`config.mk`:
```
export PLATFORM = sky130hd
export DESIGN_NAME = db_key_extract
export DESIGN_NICKNAME = d
export VERILOG_FILES = /design/src/rtl/db_key_extract.sv
export SDC_FILE = /design/constraint.sdc
export NUM_CORES = 1
export LEC_CHECK = 0
export BUFFER_PORTS_ARGS = -buffer_cell sky130_fd_sc_hd__buf_2
export CAP_MARGIN = 10
export CORE_ASPECT_RATIO = 1.25
export CORE_MARGIN = 3
export CORE_UTILIZATION = 50
export DETAILED_ROUTE_END_ITERATION = 10
export GPL_TIMING_DRIVEN = 1
export HOLD_SLACK_MARGIN = 0.03
export PLACE_DENSITY = 0.79
export REMOVE_ABC_BUFFERS = 1
export SLEW_MARGIN = 20
export SYNTH_ARGS = -nofsm -noshare
export SYNTH_HDL_FRONTEND = slang
export SYNTH_SLANG_ARGS = --single-unit
```
`constraint.sdc`:
```
create_clock -name clk -period 5.95 [get_ports clk]
set_clock_uncertainty 0.15 [all_clocks]
set_input_delay 0.595 -clock clk [delete_from_list [all_inputs] [get_ports clk]]
set_output_delay 0.595 -clock clk [all_outputs]
set_load 0.02 [all_outputs]
```
`src/rtl/db_key_extract.sv`:
```
`default_nettype none
// ============================================================================
// Module      : db_key_extract
// Description : Parses Ethernet/IPv4/UDP headers on a 64-bit AXI-Stream tap
//               and emits a direction-independent flow key for DNS traffic.
// Revision    : 1.0 - initial release
// ============================================================================
module db_key_extract #(
    parameter int          KEY_SIZE  = 96,
    parameter logic [15:0] DNS_PORT  = 16'd53,
    parameter int          CNT_WIDTH = 32
) (
    input  logic                 clk,
    input  logic                 rst_n,
    input  logic [63:0]          s_axis_tdata,
    input  logic [7:0]           s_axis_tkeep,
    input  logic                 s_axis_tvalid,
    input  logic                 s_axis_tlast,
    output logic                 s_axis_tready,
    output logic [KEY_SIZE-1:0]  out_key,
    output logic [3:0]           out_flag,
    output logic                 out_valid,
    output logic [CNT_WIDTH-1:0] stat_frames,
    output logic [CNT_WIDTH-1:0] stat_keys,
    output logic [CNT_WIDTH-1:0] stat_drops
);

    localparam logic [1:0] c_RESYNC = 2'd0;
    localparam logic [1:0] c_HDR    = 2'd1;
    localparam logic [1:0] c_SKIP   = 2'd2;

    logic [1:0]           r_state;
    logic [2:0]           r_bcnt;
    logic                 r_bad;
    logic [31:0]          r_src_ip;
    logic [15:0]          r_dst_hi;
    logic                 r_tready;
    logic [KEY_SIZE-1:0]  r_key;
    logic [3:0]           r_flag;
    logic                 r_valid;
    logic [CNT_WIDTH-1:0] r_frames;
    logic [CNT_WIDTH-1:0] r_keys;
    logic [CNT_WIDTH-1:0] r_drops;

    logic [7:0]           w_lane [8];
    logic                 w_acc;
    logic                 w_chk_fail;
    logic [31:0]          w_dst_ip;
    logic [15:0]          w_sport;
    logic [15:0]          w_dport;
    logic                 w_emit;
    logic [3:0]           w_flag;
    logic [KEY_SIZE-1:0]  w_key;
    logic                 w_unused;

    for (genvar k = 0; k < 8; k++) begin : g_lane
        assign w_lane[k] = s_axis_tdata[8*k +: 8];
    end

    assign w_unused = ^s_axis_tkeep;
    assign w_acc    = s_axis_tvalid & r_tready;

    always_comb begin
        w_chk_fail = 1'b0;
        if (r_bcnt == 3'd1)
            w_chk_fail = ({w_lane[4], w_lane[5]} != 16'h0800) || (w_lane[6] != 8'h45);
        else if (r_bcnt == 3'd2)
            w_chk_fail = (({w_lane[4], w_lane[5]} & 16'h3FFF) != 16'h0000) || (w_lane[7] != 8'h11);
    end

    assign w_dst_ip = {r_dst_hi, w_lane[0], w_lane[1]};
    assign w_sport  = {w_lane[2], w_lane[3]};
    assign w_dport  = {w_lane[4], w_lane[5]};

    // Query rule takes priority so a DNS-to-DNS frame is always an insert.
    always_comb begin
        w_emit = 1'b0;
        w_flag = 4'h0;
        w_key  = '0;
        if (w_dport == DNS_PORT) begin
            w_emit = 1'b1;
            w_flag = 4'h1;
            w_key  = {r_src_ip, w_dst_ip, w_sport, 16'h0000};
        end else if (w_sport == DNS_PORT) begin
            w_emit = 1'b1;
            w_flag = 4'h2;
            w_key  = {w_dst_ip, r_src_ip, w_dport, 16'h0000};
        end
    end

    always_ff @(posedge clk or negedge rst_n) begin
        if (!rst_n) begin
            r_state  <= c_RESYNC;
            r_bcnt   <= 3'd0;
            r_bad    <= 1'b0;
            r_src_ip <= 32'h0;
            r_dst_hi <= 16'h0;
            r_tready <= 1'b0;
            r_key    <= '0;
            r_flag   <= 4'h0;
            r_valid  <= 1'b0;
            r_frames <= '0;
            r_keys   <= '0;
            r_drops  <= '0;
        end else begin
            r_tready <= 1'b1;
            r_valid  <= 1'b0;
            if (w_acc) begin
                case (r_state)
                    c_RESYNC: begin
                        if (s_axis_tlast) begin
                            r_state <= c_HDR;
                            r_bcnt  <= 3'd0;
                            r_bad   <= 1'b0;
                        end
                    end
                    c_SKIP: begin
                        if (s_axis_tlast) begin
                            r_frames <= r_frames + 1'b1;
                            r_state  <= c_HDR;
                            r_bcnt   <= 3'd0;
                            r_bad    <= 1'b0;
                        end
                    end
                    c_HDR: begin
                        if (s_axis_tlast)
                            r_frames <= r_frames + 1'b1;
                        if (r_bcnt == 3'd4) begin
                            if (!r_bad && w_emit) begin
                                r_valid <= 1'b1;
                                r_key   <= w_key;
                                r_flag  <= w_flag;
                                r_keys  <= r_keys + 1'b1;
                            end
                            r_bcnt  <= 3'd0;
                            r_bad   <= 1'b0;
                            r_state <= s_axis_tlast ? c_HDR : c_SKIP;
                        end else if (s_axis_tlast) begin
                            // Runt: header ended before the UDP ports arrived.
                            r_drops <= r_drops + 1'b1;
                            r_bcnt  <= 3'd0;
                            r_bad   <= 1'b0;
                        end else begin
                            r_bcnt <= r_bcnt + 3'd1;
                            if (w_chk_fail)
                                r_bad <= 1'b1;
                            if (r_bcnt == 3'd3) begin
                                r_src_ip <= {w_lane[2], w_lane[3], w_lane[4], w_lane[5]};
                                r_dst_hi <= {w_lane[6], w_lane[7]};
                            end
                        end
                    end
                    default: r_state <= c_RESYNC;
                endcase
            end
        end
    end

    assign s_axis_tready = r_tready;
    assign out_key       = r_key;
    assign out_flag      = r_flag;
    assign out_valid     = r_valid;
    assign stat_frames   = r_frames;
    assign stat_keys     = r_keys;
    assign stat_drops    = r_drops;

endmodule
`default_nettype wire

```
==> results.sh <==
export IMPL_outcome="completed"
export IMPL_placedCellCount=1439
export IMPL_reg2reg_from="r_bcnt[0]"
export IMPL_grt_pass1_wl_um=42300
export IMPL_drc=0
export IMPL_synth_seq_cells=234
export IMPL_leakagePower_nw=6.93
export IMPL_grt_antenna_before_repair=4
export IMPL_track_usage=0.227
export IMPL_yosysTopAreaCell="dfrtp_1"
export IMPL_viasPerCell=5.56
export IMPL_start_util=0.512
export IMPL_avgSynthCellArea_um2=10.9
export IMPL_ioPinCount=274
export IMPL_die_x_um=135
export IMPL_cp_end_kind="register"
export IMPL_tightestPinTransition_ps=1030
export IMPL_grt_overflow_total=0
export IMPL_ir_worst_vdd_mv=0.228
export IMPL_area_growth_pct=21.5
export IMPL_fmax_mhz=302
export IMPL_dr_first_iter_drc_count=513
export IMPL_grt_pass1_vias=8169
export IMPL_final_antenna_net_count=0
export IMPL_final_core_util=0.623
export IMPL_crit_start="r_bcnt[0]"
export IMPL_placementRows=58
export IMPL_maxCapViolations=0
export IMPL_worstPathArrival_ps=3610
export IMPL_clock_latency_ps=510
export IMPL_syn_inst=953
export IMPL_synth_main_ff_cell="dfrtp_1"
export IMPL_htree_levels=1
export IMPL_hold_viol=0
export IMPL_crit_chain="inv_1 -> ha_1 -> nand2_1 -> or4b_1 -> nor3_2 -> buf_4 -> a22oi_1 -> nand2_1"
export IMPL_rsz0062_at_grt="false"
export IMPL_syn_area_um2=10400
export IMPL_layout_worst_path_cycle_share=0.557
export IMPL_core_um2=20300
export IMPL_setup_viol=0
export IMPL_gp_congestion=0.868
export IMPL_cts_tree="built"
export IMPL_crit_fanout=34
export IMPL_slew_violations=0
export IMPL_root_buffer="clkbuf_16"
export IMPL_synth_area_leaders="dfrtp_1 (56%), nand2_1 (7.3%), a22oi_1 (5.6%), mux2_2 (5.3%), xor2_1 (4.1%)"
export IMPL_powerDensity_nw_per_um2=275
export IMPL_slew_headroom=0.312
export IMPL_slowest_delay_ps=870
export IMPL_post_cts_resized=0
export IMPL_min_path_type="input port to register"
export IMPL_cts_buffers_inserted=24
export IMPL_cts_buffer_depth=3
export IMPL_path_class="register to register"
export IMPL_drive_above_1_share=0.297
export IMPL_yosysSeqAreaShare=0.563
export IMPL_hp_start="s_axis_tdata[5]"
export IMPL_dieHeight_um=167
export IMPL_tns_ps=0
export IMPL_synth_top_area_share=0.563
export IMPL_critical_path_most_common_cell="nand2_1"
export IMPL_instances_no_fill=1485
export IMPL_drtPass1Iterations=5
export IMPL_post_drt_wl_per_cell_um=17.8
export IMPL_routed_wirelength_um=26400
export IMPL_cp_required_ps=6250
export IMPL_postCtsSetupBuffers=0
export IMPL_ys_types=50
export IMPL_synth_warning_count=0
export IMPL_worst_path_max_delay_cell="nor3_2"
export IMPL_fin_nets=1284
export IMPL_finalCriticalPeriod_ps=3310
export IMPL_numPortBuffers=247
export IMPL_dp_hpwl_um=18500
export IMPL_cts_sinks=234
export IMPL_grt_start_max_net_pins=109
export IMPL_vias=8260
export IMPL_synthArstFlopShare=1.00
export IMPL_clk_pin_slew_ps=70
export IMPL_fp_dieArea_um2=22600
export IMPL_synth_edf_count=0
export IMPL_start_kind="register"
-- per-stage QoR --
| stage | hold slack (ps) | power (mW) | worst slack, ps | area (um^2) |
|---|---|---|---|---|
| floorplan | 149 | 1.88 | 133 | 10200 |
| global placement | 295 | 2.00 | 2440 | 11800 |
| detailed placement | 303 | 2.02 | 2440 | 11800 |
| CTS | 120 | 3.52 | 2650 | 12600 |
| global route | 143 | 3.62 | 2420 | 12600 |
| finish | 134 | 3.48 | 2640 | 12600 |
-- power by group --
part / internal (mW) / total [mW] / switching (mW)
Clock: 0.885 / 1.50 / 0.613
Sequential: 1.64 / 1.70 / 0.0598
Combinational: 0.109 / 0.287 / 0.178
-- layer usage --
metal	global-route usage	vias to the layer above	part of all wire
met1	0.296	4093	0.41
met5	0	-	0.0010
li1	-	3788	-
met2	0.385	313	0.49
met3	0.0412	62	0.069
met4	0.0745	4	0.031
-- path summary, 6_finish.rpt --
kind	end	slack (ps)	depth (start not counted)
worst min register to register	out_key[25]	320	2
worst max register to register	out_key[34]	2640	8
worst max-delay path	out_key[34]	2640	8
worst min-delay path	out_key[45]	130	3
min in group asynchronous	out_key[79]	570	2
max in group asynchronous	stat_frames[12]	3700	3
-- area by class of cell --
cell class / instances / area, um^2
antenna: 2 / 5.00
fill: 1645 / 7670
inverter: 13 / 48.8
clock buffer: 36 / 726
sequential: 234 / 5860
multi-input combinational: 665 / 4270
clock inverter: 7 / 71.3
tap: 270 / 338
timing repair buffer: 258 / 1330
-- Yosys cell counts, types with 2 or more instances --
cell type,number
buf_4,19
or3_1,3
or4_1,3
dfrtp_1,234
nor3_1,11
a22oi_1,78
and2_1,3
nor4b_2,3
xor2_1,49
nor4_2,3
nor2_1,38
a221oi_1,2
nand3_1,37
o41ai_1,2
clkbuf_1,20
ha_1,12
and3_1,16
buf_1,2
nand4_1,23
conb_1,2
and4_1,12
nor4_1,19
or4_4,2
xnor2_1,44
nor4bb_1,3
inv_1,13
buf_2,17
mux2_2,49
nor4b_1,3
o21ai_0,8
nand2_1,203
a211oi_1,2
-- cells in the final DEF, fill, tap and decap left out, drive strengths merged, types with 2 or more instances in the layout --
| master | netlist | layout |
|---|---|---|
| buf | 38 | 257 |
| dfrtp | 234 | 234 |
| nand2 | 203 | 203 |
| a22oi | 78 | 78 |
| mux2 | 49 | 49 |
| xor2 | 49 | 49 |
| xnor2 | 44 | 44 |
| nor2 | 39 | 39 |
| nand3 | 37 | 37 |
| clkbuf | 20 | 36 |
| nand4 | 23 | 23 |
| nor4 | 23 | 23 |
| conb | 2 | 19 |
| and3 | 16 | 16 |
| inv | 13 | 13 |
| and4 | 12 | 12 |
| ha | 12 | 12 |
| nor3 | 11 | 11 |
| o21ai | 9 | 9 |
| clkinv | 0 | 6 |
| nor4b | 6 | 6 |
| or4 | 5 | 5 |
| and2 | 4 | 4 |
| nor4bb | 3 | 3 |
| or3 | 3 | 3 |
| diode | 0 | 2 |
| a221oi | 2 | 2 |
| a211oi | 2 | 2 |
| o41ai | 2 | 2 |
| or4b | 2 | 2 |
-- critical path, delay by kind of cell (launching register included) --
| family | cells | cell delay, ps |
|---|---|---|
| AOI/OAI and AO/OA | 1 | 130 |
| adders and majority gates | 1 | 160 |
| buffers and inverters | 2 | 610 |
| DFF | 1 | 420 |
| and+or+nand+nor | 4 | 1760 |
-- sequential cells by signal, indices dropped and copies added, names as in the netlist --
register and flops:
r_src_ip 32, out_flag 2, r_state 2, stat_keys 32
s_axis_tready 1, stat_frames 32, out_valid 1, r_dst_hi 16
r_bcnt 3, stat_drops 32, r_bad 1, out_key 80
-- cell families after synthesis --
group | Yosys count | synth area share
buffers and inverters | 71 | 0.0345
adder cells (fa/ha/maj) | 12 | 0.0144
multiplexers | 49 | 0.0530
XOR/XNOR | 93 | 0.0783
flip-flops | 234 | 0.563
other | 2 | 0.000722
AO/OA/AOI/OAI | 99 | 0.0705
AND/OR/NAND/NOR | 393 | 0.186
-- timing repair --
item | in CTS | in global routing
hold buffers | 1 | 0
hold endpoints to repair | 23 | 0
endpoints found under the setup margin | 0 | 0
No activity file was read; power rests on OpenSTA's default activity.
